## src/rtl/fsic_wbs_dispatch_pkg.sv

```systemverilog
// rtl/fsic_wbs_dispatch_pkg.sv - shared definitions for the FSIC Wishbone dispatcher
// FSM encodings, address decode field positions and default error word.
package fsic_wbs_dispatch_pkg;

    typedef enum logic [1:0] {
        ST_IDLE   = 2'd0,
        ST_ACCESS = 2'd1,
        ST_RESP   = 2'd2
    } state_t;

    localparam int BASE_HI = 31;
    localparam int BASE_LO = 16;
    localparam int IDX_HI  = 15;
    localparam int IDX_LO  = 12;

    localparam logic [31:0] ERR_DATA_DEF = 32'hDEAD_BEEF;

endpackage

```

## src/rtl/fsic_wbs_tout_cnt.sv

```systemverilog
// rtl/fsic_wbs_tout_cnt.sv - loadable saturating ack-timeout counter
// o_tc flags the last permitted wait cycle; the count never wraps.
module fsic_wbs_tout_cnt #(
    parameter int TIMEOUT_CYC = 255,
    parameter int CW          = $clog2(TIMEOUT_CYC + 1)
) (
    input  logic          i_clk,
    input  logic          i_rst,
    input  logic          i_clr,
    input  logic          i_en,
    input  logic          i_load,
    input  logic [CW-1:0] i_load_val,
    output logic [CW-1:0] o_cnt,
    output logic          o_tc
);

    localparam logic [CW-1:0] MAX_VAL = CW'(TIMEOUT_CYC);
    localparam logic [CW-1:0] TC_VAL  = CW'(TIMEOUT_CYC - 1);

    logic [CW-1:0] r_cnt;

    always_ff @(posedge i_clk or posedge i_rst) begin
        if (i_rst) begin
            r_cnt <= '0;
        end else if (i_clr) begin
            r_cnt <= '0;
        end else if (i_load) begin
            r_cnt <= i_load_val;
        end else if (i_en && (r_cnt != MAX_VAL)) begin
            r_cnt <= r_cnt + CW'(1);
        end
    end

    assign o_cnt = r_cnt;
    assign o_tc  = (r_cnt == TC_VAL);

endmodule

```

## src/rtl/fsic_wbs_dispatch.sv

```systemverilog
// rtl/fsic_wbs_dispatch.sv - Wishbone slave dispatcher with ack timeout for FSIC targets
// Define FSIC_WBS_TOUT_LOG_EN to keep the last timed-out address and a timeout count.
module fsic_wbs_dispatch
    import fsic_wbs_dispatch_pkg::*;
#(
    parameter int          NUM_TGT     = 4,
    parameter logic [31:0] BASE_ADDR   = 32'h3000_0000,
    parameter int          TIMEOUT_CYC = 255,
    parameter logic [31:0] ERR_DATA    = ERR_DATA_DEF
) (
    input  logic                    wb_clk,
    input  logic                    wb_rst,
    input  logic [31:0]             wbs_adr,
    input  logic [31:0]             wbs_wdata,
    input  logic [3:0]              wbs_sel,
    input  logic                    wbs_cyc,
    input  logic                    wbs_stb,
    input  logic                    wbs_we,
    output logic                    wbs_ack,
    output logic [31:0]             wbs_rdata,
    output logic [NUM_TGT-1:0]      tgt_cyc,
    output logic [NUM_TGT-1:0]      tgt_stb,
    output logic                    tgt_we,
    output logic [31:0]             tgt_adr,
    output logic [31:0]             tgt_wdata,
    output logic [3:0]              tgt_sel,
    input  logic [NUM_TGT-1:0]      tgt_ack,
    input  logic [32*NUM_TGT-1:0]   tgt_rdata,
    output logic                    err_pulse,
    output logic [31:0]             tout_adr,
    output logic [7:0]              tout_cnt
);

    localparam int CW = $clog2(TIMEOUT_CYC + 1);

    state_t        r_state;
    state_t        w_next;
    logic [3:0]    r_idx;
    logic          r_we;
    logic [31:0]   r_adr;
    logic [31:0]   r_wdata;
    logic [3:0]    r_sel;
    logic [31:0]   r_rdata;
    logic          r_err;

    logic          w_req;
    logic [3:0]    w_idx;
    logic          w_hit;
    logic [NUM_TGT-1:0] w_onehot;
    logic          w_ack_sel;
    logic [31:0]   w_rd;
    logic          w_tc;
    logic          w_tout_evt;
    logic [CW-1:0] w_cnt;

    assign w_req     = wbs_cyc & wbs_stb;
    assign w_idx     = wbs_adr[IDX_HI:IDX_LO];
    assign w_hit     = (wbs_adr[BASE_HI:BASE_LO] == BASE_ADDR[BASE_HI:BASE_LO])
                       && (32'(w_idx) < 32'(NUM_TGT));
    assign w_onehot  = NUM_TGT'(1) << r_idx;
    assign w_ack_sel = |(tgt_ack & w_onehot);
    assign w_tout_evt = (r_state == ST_ACCESS) && wbs_cyc && !w_ack_sel && w_tc;

    always_comb begin
        w_rd = '0;
        for (int i = 0; i < NUM_TGT; i++) begin
            if (w_onehot[i]) begin
                w_rd = w_rd | tgt_rdata[32*i +: 32];
            end
        end
    end

    fsic_wbs_tout_cnt #(
        .TIMEOUT_CYC (TIMEOUT_CYC),
        .CW          (CW)
    ) u_tout_cnt (
        .i_clk      (wb_clk),
        .i_rst      (wb_rst),
        .i_clr      (r_state == ST_IDLE),
        .i_en       (r_state == ST_ACCESS),
        .i_load     (1'b0),
        .i_load_val ('0),
        .o_cnt      (w_cnt),
        .o_tc       (w_tc)
    );

    always_ff @(posedge wb_clk or posedge wb_rst) begin
        if (wb_rst) begin
            r_state <= ST_IDLE;
        end else begin
            r_state <= w_next;
        end
    end

    // A dropped wbs_cyc abandons the access silently, even if the target acks in that cycle.
    always_comb begin
        w_next = r_state;
        case (r_state)
            ST_IDLE:   if (w_req) w_next = w_hit ? ST_ACCESS : ST_RESP;
            ST_ACCESS: begin
                if (!wbs_cyc)              w_next = ST_IDLE;
                else if (w_ack_sel || w_tc) w_next = ST_RESP;
            end
            ST_RESP:   w_next = ST_IDLE;
            default:   w_next = ST_IDLE;
        endcase
    end

    always_comb begin
        wbs_ack   = 1'b0;
        err_pulse = 1'b0;
        tgt_cyc   = '0;
        tgt_stb   = '0;
        case (r_state)
            ST_ACCESS: begin
                tgt_cyc = w_onehot;
                tgt_stb = w_onehot;
            end
            ST_RESP: begin
                wbs_ack   = 1'b1;
                err_pulse = r_err;
            end
            default: ;
        endcase
    end

    always_ff @(posedge wb_clk or posedge wb_rst) begin
        if (wb_rst) begin
            r_idx   <= '0;
            r_we    <= 1'b0;
            r_adr   <= '0;
            r_wdata <= '0;
            r_sel   <= '0;
            r_rdata <= '0;
            r_err   <= 1'b0;
        end else begin
            case (r_state)
                ST_IDLE: if (w_req) begin
                    r_idx   <= w_idx;
                    r_we    <= wbs_we;
                    r_adr   <= wbs_adr;
                    r_wdata <= wbs_wdata;
                    r_sel   <= wbs_sel;
                    if (!w_hit) begin
                        r_rdata <= ERR_DATA;
                        r_err   <= 1'b1;
                    end
                end
                ST_ACCESS: if (wbs_cyc) begin
                    if (w_ack_sel) begin
                        r_rdata <= r_we ? 32'd0 : w_rd;
                        r_err   <= 1'b0;
                    end else if (w_tc) begin
                        r_rdata <= ERR_DATA;
                        r_err   <= 1'b1;
                    end
                end
                default: ;
            endcase
        end
    end

    assign tgt_we    = r_we;
    assign tgt_adr   = r_adr;
    assign tgt_wdata = r_wdata;
    assign tgt_sel   = r_sel;
    assign wbs_rdata = r_rdata;

`ifdef FSIC_WBS_TOUT_LOG_EN
    logic [31:0] r_tout_adr;
    logic [7:0]  r_tout_cnt;

    always_ff @(posedge wb_clk or posedge wb_rst) begin
        if (wb_rst) begin
            r_tout_adr <= '0;
            r_tout_cnt <= '0;
        end else if (w_tout_evt) begin
            r_tout_adr <= r_adr;
            if (r_tout_cnt != 8'hFF) r_tout_cnt <= r_tout_cnt + 8'd1;
        end
    end

    assign tout_adr = r_tout_adr;
    assign tout_cnt = r_tout_cnt;
`else
    assign tout_adr = 32'd0;
    assign tout_cnt = 8'd0;
`endif

endmodule

```

## config.mk

```make
export PLATFORM = sky130hd
export DESIGN_NAME = fsic_wbs_dispatch
export DESIGN_NICKNAME = d
export VERILOG_FILES = /design/src/rtl/fsic_wbs_dispatch_pkg.sv /design/src/rtl/fsic_wbs_tout_cnt.sv /design/src/rtl/fsic_wbs_dispatch.sv
export SDC_FILE = /design/constraint.sdc
export NUM_CORES = 1
export LEC_CHECK = 0
export ABC_AREA = 1
export CORE_AREA = 2 2 140 142
export CTS_CLUSTER_DIAMETER = 200
export DETAILED_ROUTE_END_ITERATION = 8
export DIE_AREA = 0 0 142 144
export GPL_TIMING_DRIVEN = 0
export MAX_ROUTING_LAYER = met4
export PLACE_DENSITY_LB_ADDON = 0.05
export SLEW_MARGIN = 20
export SYNTH_ARGS = -nofsm -noshare
export SYNTH_HDL_FRONTEND = slang
export SYNTH_SLANG_ARGS = --single-unit
```

## constraint.sdc

```tcl
create_clock -name wb_clk -period 3.7 [get_ports wb_clk]
set_clock_uncertainty 0.15 [all_clocks]
set_input_delay 0.555 -clock wb_clk [delete_from_list [all_inputs] [get_ports wb_clk]]
set_output_delay 0.555 -clock wb_clk [all_outputs]
set_load 0.05 [all_outputs]
```

==> results.yml, run 1 <==
outcome:
  outcome: "completed"
pwr:
  p_clk_share_pct: 11.4
  internal_power_mw: 3.904
  power.ir.vdd_worst_mv: 0.4181
  p_leak_nw: 4.363
  power.switching_mw: 4.242
  cellPowerDensity_nw_per_um2: 813.7
  part_of_the_power_in_combinational_logic_pct: 64.3
  seqPwrFrac_pct: 24.3
  power.switching_fraction_pct: 52.07
clocking:
  cts_tree: "built"
  clock_tree.buffer_depth: 2
  clk_latency_ns: 0.35
  tritoncts_buffers: 9
  h-tree-depth: 3
  clock_sinks: 112
  cts.reportedPaths.clkPinSlew_ns: 0.08
  hold_buffer_count_at_cts: 0
  clockRootBuffer: "sky130_fd_sc_hd__clkbuf_16"
worst_setup_path:
  startpoint_type: "register"
  timing.critical_path.arrival_ns: 2.84
  end_kind: "output port"
  path_class: "register to output port"
  worst_ep_required_time_ns: 2.99
  timing.critical_path.fanout_max: 10
detailed_routing:
  dr.pass1.iters: 5
  post_route_drc_violation_count: 0
  wire_per_inst_microns: 17.76
  drt-vias-per-instance: 4.735
  detail-route-antenna-nets: 0
  routed_wirelength_microns: 23490
  num_vias: 6265
  drt_iter0_drc: 258
timing:
  finalHoldViolations: 0
  setup_viol_count_final: 0
  final-max-slew-violation-count: 0
  rsz0062_at_grt: "no"
  maxSlewHeadroom_pct: 58.84
  fmaxAchievable_mhz: 281.8
  layout_min_cycle_time_ns: 3.548
  tightest_slew_ns: 0.6174
  min_period_over_period_pct: 95.90
yosys:
  avgSynthCellArea_sq_um: 8.540
  postSynthRegisterBits: 112
  synthTopCellsByArea: "sky130_fd_sc_hd__dfrtp_1 (46%), sky130_fd_sc_hd__nand2_1 (12%), sky130_fd_sc_hd__nand3_1 (12%)"
  synth_cell_type_count: 27
  yosys-top-cells-count: "sky130_fd_sc_hd__nand2_1 (189), sky130_fd_sc_hd__nand3_1 (141), sky130_fd_sc_hd__dfrtp_1 (112)"
  ys.flop_type: "sky130_fd_sc_hd__dfrtp_1"
  yosysTopAreaCellShare_pct: 45.90
  syn-cell-area_sq_um: 6106
  yosysSeqAreaShare_pct: 45.90
  number_of_enable_flip_flop_cells_after_synthesis: 0
  ys_async_sr_fraction_pct: 100.0
  postSynthCellCount: 715
  yosys_warnings: 0
  synth_most_common_cell: "sky130_fd_sc_hd__nand2_1"
  synth_top_area_cell: "sky130_fd_sc_hd__dfrtp_1"
global_route:
  first_global_vias: 6187
  antenna_found_initial: 0
  grt_start_max_net_pins: 60
  grt-ovfl-total: 0
  gr-usage-all-layers_pct: 23.03
  grt_pass1_wl_microns: 34540
place:
  detailed_place.area_sq_um: 9736
  place_inst: 1308
  globalplace.congestion: 0.8796
  dp.final_hpwl_microns: 18410
  port_buffers: 315
final_layout:
  combined_area_of_the_multi_input_logic_cells_sq_um: 2815
  post_route_cells_drive_above_1_share_pct: 15.30
  final-seq-area_sq_um: 2803
  post_layout_nonfiller_instances: 1323
  layout.nets: 1288
  fill_cells: 1818
  synthToLayoutAreaGrowth_pct: 63.93
  finish.utilization_pct: 52.46
  design_area_sq_um: 10010
  n_antenna_cell: 0
die:
  die_w_microns: 142
  die-height_microns: 144
  core.rowCount: 51
  die-area_sq_um: 20450
  floorplan.core_area_sq_um: 19080
  initial_core_util_pct: 32.00
  ioPinCount: 356
run:
  max_cap_viols: 0
hold_path:
  hold_class: "register to register"
==> critical path, cell delays in order, from the launching register on <==
cell and delay (ns):
sky130_fd_sc_hd__dfrtp_1 0.41, sky130_fd_sc_hd__nor2_1 0.29, sky130_fd_sc_hd__buf_2 0.31, sky130_fd_sc_hd__buf_2 0.32, sky130_fd_sc_hd__nand2_1 0.08, sky130_fd_sc_hd__nor2_1 0.15
sky130_fd_sc_hd__buf_4 0.13, sky130_fd_sc_hd__clkdlybuf4s50_1 0.79
==> metrics by stage <==
step | power [mW] | hold WS (ns) | setup TNS, ns | setup WS [ns]
6_report | 8.145 | 0.3308 | 0 | 0.1517
5_1_grt | 8.573 | 0.3573 | 0 | 0.008275
4_1_cts | 8.204 | 0.3344 | 0 | 0.08739
3_5_place_dp | 7.245 | 0.3145 | 0 | 0.5076
3_3_place_gp | 7.239 | 0.3117 | -217.32 | -1.952
2_1_floorplan | 5.322 | 0.2911 | 0 | 0.03600
==> layer usage <==
metal / global-route usage, % / part of all wire (%) / vias up
li1: - / - / 3040
met1: 28.02 / 43 / 2967
met2: 39.82 / 50 / 240
met3: 4.603 / 6.0 / 18
met4: 5.000 / 1.1 / 0
met5: - / 0 / -
==> cell usage in the layout, fill, tap and decap left out, types with 2 or more instances in the layout <==
| master | instances |
|---|---|
| sky130_fd_sc_hd__buf_4 | 47 |
| sky130_fd_sc_hd__o21ai_0 | 12 |
| sky130_fd_sc_hd__clkbuf_16 | 9 |
| sky130_fd_sc_hd__ha_1 | 2 |
| sky130_fd_sc_hd__mux2_2 | 60 |
| sky130_fd_sc_hd__clkinvlp_4 | 3 |
| sky130_fd_sc_hd__clkbuf_1 | 12 |
| sky130_fd_sc_hd__buf_2 | 33 |
| sky130_fd_sc_hd__nor2_1 | 33 |
| sky130_fd_sc_hd__nand3_1 | 141 |
| sky130_fd_sc_hd__dfrtp_1 | 112 |
| sky130_fd_sc_hd__inv_1 | 17 |
| sky130_fd_sc_hd__nand3_2 | 3 |
| sky130_fd_sc_hd__nand2_1 | 189 |
| sky130_fd_sc_hd__xor2_1 | 4 |
| sky130_fd_sc_hd__a21oi_1 | 4 |
| sky130_fd_sc_hd__clkdlybuf4s50_1 | 314 |
| sky130_fd_sc_hd__nor2_2 | 4 |
| sky130_fd_sc_hd__nand4_1 | 31 |
| sky130_fd_sc_hd__conb_1 | 40 |
==> power groups by stage <==
stage / clock network [mW] / logic [mW] / registers (mW)
CTS: 0.963 / 5.26 / 1.99
global placement: 0 / 5.25 / 1.99
floorplan: 0 / 1.63 / 3.69
global route: 1.00 / 5.52 / 2.05
detailed placement: 0 / 5.24 / 2.00
finish: 0.929 / 5.23 / 1.98
==> state kept, by name (all words and copies together) (netlist names) <==
name	count
wbs_rdata	32
tgt_adr	29
tgt_wdata	32
u_tout_cnt.o_cnt	8
r_idx	3
tgt_sel	4
tgt_we	1
r_err	1
r_state	2
==> worst paths after layout <==
path,from,end,cells past startpoint,slack (ns)
worst max-delay path,r_idx[0],tgt_stb[2],7,0.15
worst min-delay path,wbs_rdata[30],wbs_rdata[30],2,0.33
worst max register to register,r_idx[0],wbs_rdata[8],9,1.52
worst min register to register,wbs_rdata[30],wbs_rdata[30],2,0.33
max in group asynchronous,wb_rst,wbs_rdata[30],3,2.25
min in group asynchronous,wb_rst,tgt_wdata[22],2,0.47
==> area by class of cell <==
cell class                 count  share of cell area [%]
inverter                      19                  0.7625
tap                          238                   2.975
clock buffer                  10                   2.288
multi-input combinational    531                   28.12
buffer                        92                   5.625
timing repair buffer         316                   31.80
sequential                   112                   28.00
clock inverter                 5                  0.4250
==> logic make-up after synthesis <==
logic type | Yosys count | synth area share, %
simple gates | 405 | 29.77
flops | 112 | 45.90
buf+inv | 111 | 10.39
mux | 60 | 11.07
compound gates | 19 | 1.681
xor+xnor | 5 | 0.7172
fa+ha+maj | 2 | 0.4098
other cells | 1 | 0.06142
==> repair_timing <==
action,in CTS,in global routing
gates resized for setup,0,1
setup buffers,0,0
endpoints found under the setup margin,0,1
No activity file was read; power rests on OpenSTA's default activity.
==> run 2, diff against run 1 <==
CELL_PAD_IN_SITES_DETAIL_PLACEMENT = 1   (was not set)
CELL_PAD_IN_SITES_GLOBAL_PLACEMENT = 2   (was not set)
CORE_AREA = not set   (was 2 2 140 142)
CORE_UTILIZATION = 18   (was not set)
DIE_AREA = not set   (was 0 0 142 144)
==> run 2 against run 1 <==
Final cell count is 16% higher. Sequential cell count stayed put. Cell area is 3.1% higher. Via count is 0.59% lower. Register-to-register slack worse by 0.10 ns. Combinational power is 1% higher. Setup slack better by 0.065 ns. Hold slack better by 0.0063 ns. Global-route usage is 7.2 points lower. Die area is 70% higher. Critical path depth is 1 lower. First-iteration DRC count is 40% lower.
==> results.yml, run 2 (same netlist as run 1, synthesis figures left out) <==
timing:
  final_worst_setup_slack_ns: 0.2162
  finalHoldViolations: 0
  final-max-slew-violation-count: 0
  tightest_slew_ns: 0.6308
  timing.hold.ws_ns: 0.3371
  layout_min_cycle_time_ns: 3.484
  maxSlewHeadroom_pct: 57.95
  rsz0062_at_grt: "no"
  setup_viol_count_final: 0
  fmaxAchievable_mhz: 287.0
  min_period_over_period_pct: 94.16
detailed_routing:
  routed_wirelength_microns: 26800
  post_route_drc_violation_count: 0
  dr.pass1.iters: 6
  drt_iter0_drc: 155
  wire_per_inst_microns: 17.47
  num_vias: 6228
  drt-vias-per-instance: 4.060
  detail-route-antenna-nets: 0
place:
  dp.final_hpwl_microns: 20990
  dp_slack_ns: 0.3100
  globalplace.congestion: 0.7345
  port_buffers: 315
clocking:
  hold_buffer_count_at_cts: 0
  tritoncts_buffers: 9
  clock_sinks: 112
  cts.reportedPaths.clkPinSlew_ns: 0.09
  clock_tree.buffer_depth: 2
  cts_tree: "built"
  clockRootBuffer: "sky130_fd_sc_hd__clkbuf_16"
  h-tree-depth: 3
  clk_latency_ns: 0.36
worst_setup_path:
  path_class: "register to output port"
  timing.critical_path.arrival_ns: 2.78
  startpoint_type: "register"
  worst_ep_required_time_ns: 2.99
  timing.critical_path.fanout_max: 10
  end_kind: "output port"
pwr:
  power.ir.vdd_worst_mv: 0.3562
  p_leak_nw: 4.439
  cellPowerDensity_nw_per_um2: 810.6
final_layout:
  synthToLayoutAreaGrowth_pct: 68.93
  post_route_cells_drive_above_1_share_pct: 15.38
  n_antenna_cell: 0
  layout_commonest_cell: "sky130_fd_sc_hd__clkdlybuf4s50_1"
  layout.nets: 1288
  layout_common_cells: "sky130_fd_sc_hd__clkdlybuf4s50_1 (308), sky130_fd_sc_hd__nand2_1 (189), sky130_fd_sc_hd__nand3_1 (141)"
  fill_cells: 3928
global_route:
  grt-ovfl-total: 0
  first_global_vias: 6711
  gr-usage-all-layers_pct: 15.79
  grt_start_max_net_pins: 68
  antenna_found_initial: 0
  grt_pass1_wl_microns: 39810
die:
  core.rowCount: 67
  ioPinCount: 356
  floorplan.core_area_sq_um: 33450
  die_w_microns: 186.2
  die-area_sq_um: 34660
  die-height_microns: 186.2
  initial_core_util_pct: 18.25
outcome:
  outcome: "completed"
run:
  max_cap_viols: 0
hold_path:
  hold_class: "register to register"
run 2: worst max-delay path, cell delays in order (launching register included):
cell and delay, ns:
sky130_fd_sc_hd__dfrtp_1 0.43, sky130_fd_sc_hd__nor2_2 0.24, sky130_fd_sc_hd__buf_2 0.33, sky130_fd_sc_hd__buf_2 0.32
sky130_fd_sc_hd__nand2_1 0.10, sky130_fd_sc_hd__nor2_1 0.14, sky130_fd_sc_hd__clkdlybuf4s50_1 0.84
run 2: path summary, 6_finish.rpt:
path,from,endpoint,slack (ns),cells after the start
max,r_idx[2],tgt_cyc[3],0.22,6
min,wbs_rdata[20],wbs_rdata[20],0.34,2
max reg2reg,tgt_adr[15],wbs_rdata[4],1.42,9
min reg2reg,wbs_rdata[20],wbs_rdata[20],0.34,2
max in group asynchronous,wb_rst,wbs_rdata[20],2.29,3
min in group asynchronous,wb_rst,tgt_wdata[17],0.45,2
run 2: per-stage QoR:
step / utilization (%) / instances / total power, mW / instance area (sq um) / TNS, ns
detailed placement: 29.90 / 1518 / 7.380 / 10000 / 0
floorplan: - / 754 / 5.322 / 6252 / 0
CTS: 30.82 / 1534 / 8.528 / 10310 / 0
global placement: 29.79 / 1517 / 7.380 / 9966 / -265.61
finish: 30.84 / 1534 / 8.361 / 10310 / 0
global route: 30.84 / 1534 / 8.898 / 10310 / 0
run 2: what timing repair did:
action                     4_1_cts  5_1_grt
buffers inserted                 0        0
gates resized for setup          5        2
setup endpoints to repair        5        2
run 2: layout make-up:
cell class                 count  area (sq um)  share of cell area (%)
sequential                   112          2803                   27.17
buffer                        92         563.0                   5.459
clock inverter                 6         86.33                  0.8370
clock buffer                  10         229.0                   2.220
multi-input combinational    531          2815                   27.29
timing repair buffer         316          3179                   30.82
inverter                      19         78.83                  0.7642
tap                          448         560.5                   5.434
run 2: per-layer routing:
layer | global-route usage, % | wire [microns] | part of all wire (%) | up-vias
li1 | - | - | - | 3041
met3 | 4.400 | 2094 | 7.8 | 18
met1 | 19.11 | 11690 | 44 | 2957
met2 | 26.03 | 12650 | 47 | 212
met4 | 3.475 | 357 | 1.3 | 0
met5 | - | 0 | 0 | -
run 2: power by group:
| part | total (mW) | switching (mW) | internal [mW] |
|---|---|---|---|
| Clock | 1.08 | 0.530 | 0.547 |
| Combinational | 5.30 | 3.58 | 1.72 |
| Sequential | 1.98 | 0.262 | 1.72 |
| Total | 8.36 | 4.37 | 3.99 |
==> run 3, diff against run 2 <==
CORE_MARGIN = 2   (was not set)
==> run 3 against run 2 <==
Hold slack worse by 0.0029 ns. Largest power group unchanged. Sequential cell count did not move. Utilization about the same. Clock power fell by 4%. Final cell count hardly changed.
==> results.yml, run 3 (same netlist as run 1, synthesis figures left out) <==
worst_setup_path:
  rrSetupSlack_ns: 1.36
  worst_path_max_delay_cell: "sky130_fd_sc_hd__dlygate4sd2_1"
  path_class: "register to output port"
  cell_by_cell_trace_of_the_critical_path: "nor2_1, buf_2, buf_2, nand2_1, nor2_1, buf_4, dlygate4sd2_1"
  end_kind: "output port"
  startpoint_type: "register"
  worst_ep_required_time_ns: 2.99
  timing.critical_path.fanout_max: 10
  delay_contributed_by_the_slowest_stage_of_the_critical_path_ns: 0.54
  timing.critical_path.arrival_ns: 2.81
final_layout:
  synthToLayoutAreaGrowth_pct: 68.73
  layout_common_cells: "sky130_fd_sc_hd__clkdlybuf4s50_1 (308), sky130_fd_sc_hd__nand2_1 (189), sky130_fd_sc_hd__nand3_1 (141)"
  layout.nets: 1288
  fill_cells: 3892
  design_area_sq_um: 10300
  layout_commonest_cell: "sky130_fd_sc_hd__clkdlybuf4s50_1"
  finish.utilization_pct: 30.80
  post_route_cells_drive_above_1_share_pct: 15.47
die:
  core.rowCount: 67
  ioPinCount: 356
  die-height_microns: 188.2
  die-area_sq_um: 35410
  initial_core_util_pct: 18.25
  floorplan.core_area_sq_um: 33450
  die_w_microns: 188.2
pwr:
  power.switching_mw: 4.416
  power.ir.vdd_worst_mv: 0.3928
  cellPowerDensity_nw_per_um2: 810.1
  part_of_the_power_in_combinational_logic_pct: 63.8
  p_clk_share_pct: 12.5
  internal_power_mw: 3.929
  power.switching_fraction_pct: 52.92
  p_leak_nw: 4.431
  post-layout-total-power_mw: 8.346
  seqPwrFrac_pct: 23.7
timing:
  tightest_slew_ns: 0.7114
  final_worst_setup_slack_ns: 0.1826
  finalSetupTns_ns: 0
  setup_viol_count_final: 0
  rsz0062_at_grt: "no"
  layout_min_cycle_time_ns: 3.517
  maxSlewHeadroom_pct: 52.57
  fmaxAchievable_mhz: 284.3
  final-max-slew-violation-count: 0
  min_period_over_period_pct: 95.07
  finalHoldViolations: 0
global_route:
  grt_start_max_net_pins: 67
  grt-ovfl-total: 0
  antenna_found_initial: 1
  first_global_vias: 6872
  grt_pass1_wl_microns: 41560
  gr-usage-all-layers_pct: 15.78
place:
  dp.final_hpwl_microns: 21210
  detailed_place.area_sq_um: 10000
  port_buffers: 315
  globalplace.congestion: 0.7793
  dp_slack_ns: 0.2850
detailed_routing:
  wire_per_inst_microns: 17.75
  post_route_drc_violation_count: 0
  drt_iter0_drc: 192
  num_vias: 6251
  routed_wirelength_microns: 27250
  dr.pass1.iters: 4
  detail-route-antenna-nets: 0
  drt-vias-per-instance: 4.072
clocking:
  hold_buffer_count_at_cts: 0
  clock_tree.buffer_depth: 2
  clk_latency_ns: 0.36
  post-cts-setup-buffers: 0
  tritoncts_buffers: 9
  h-tree-depth: 3
  clockRootBuffer: "sky130_fd_sc_hd__clkbuf_16"
  cts.reportedPaths.clkPinSlew_ns: 0.09
  cts_tree: "built"
  clock_sinks: 112
hold_path:
  hold_class: "register to register"
outcome:
  outcome: "completed"
run:
  max_cap_viols: 0
-- run 3: area by class of cell --
cell class	count	area, sq um	area share, %
Antenna cell	1	2.502	0.02429
Buffer	92	563.0	5.465
Clock buffer	9	225.2	2.186
Clock inverter	7	75.07	0.7287
Inverter	19	78.83	0.7651
Multi-Input combinational cell	531	2815	27.33
Sequential cell	112	2803	27.20
Tap cell	448	560.5	5.441
Timing Repair Buffer	316	3179	30.86
-- run 3: path summary, 6_finish.rpt --
check                              start  cells after the start       endpoint
min in group asynchronous         wb_rst                      2  tgt_wdata[15]
hold / removal             wbs_rdata[12]                      2  wbs_rdata[12]
hold reg to reg            wbs_rdata[12]                      2  wbs_rdata[12]
setup / recovery             tgt_adr[15]                      7     tgt_stb[2]
max in group asynchronous         wb_rst                      3          r_err
setup reg to reg             tgt_adr[15]                      9   wbs_rdata[0]
-- run 3: timing repair --
action,CTS,global route
gates resized for setup,5,2
endpoints found under the setup margin,5,2
cloned,0,0
-- run 3: per-layer routing --
| layer | vias to the layer above | wire (microns) | track usage, % |
|---|---|---|---|
| met2 | 202 | 12570 | 25.12 |
| met3 | 26 | 2145 | 4.451 |
| met5 | - | 0 | - |
| li1 | 3041 | - | - |
| met4 | 0 | 607 | 4.876 |
| met1 | 2982 | 11920 | 19.36 |
-- run 3: stage by stage --
| stage | hold WS [ns] | instances |
|---|---|---|
| 2_1_floorplan | 0.2911 | 754 |
| 5_1_grt | 0.3578 | 1535 |
| 3_5_place_dp | 0.3161 | 1518 |
| 4_1_cts | 0.3395 | 1534 |
| 6_report | 0.3343 | 1535 |
| 3_3_place_gp | 0.3132 | 1517 |
-- run 3: worst max-delay path, delay by kind of cell (launching register included) --
kind / cells / cell delay [ns]
buf+inv: 4 / 1.36
simple gates: 3 / 0.66
flops: 1 / 0.43
-- run 3: power by group through the flow --
stage	Clock, mW	Sequential [mW]	Combinational, mW
detailed placement	0	2.00	5.40
floorplan	0	3.69	1.63
global placement	0	1.98	5.42
global route	1.13	2.05	5.70
finish	1.04	1.98	5.33
CTS	1.11	1.99	5.41
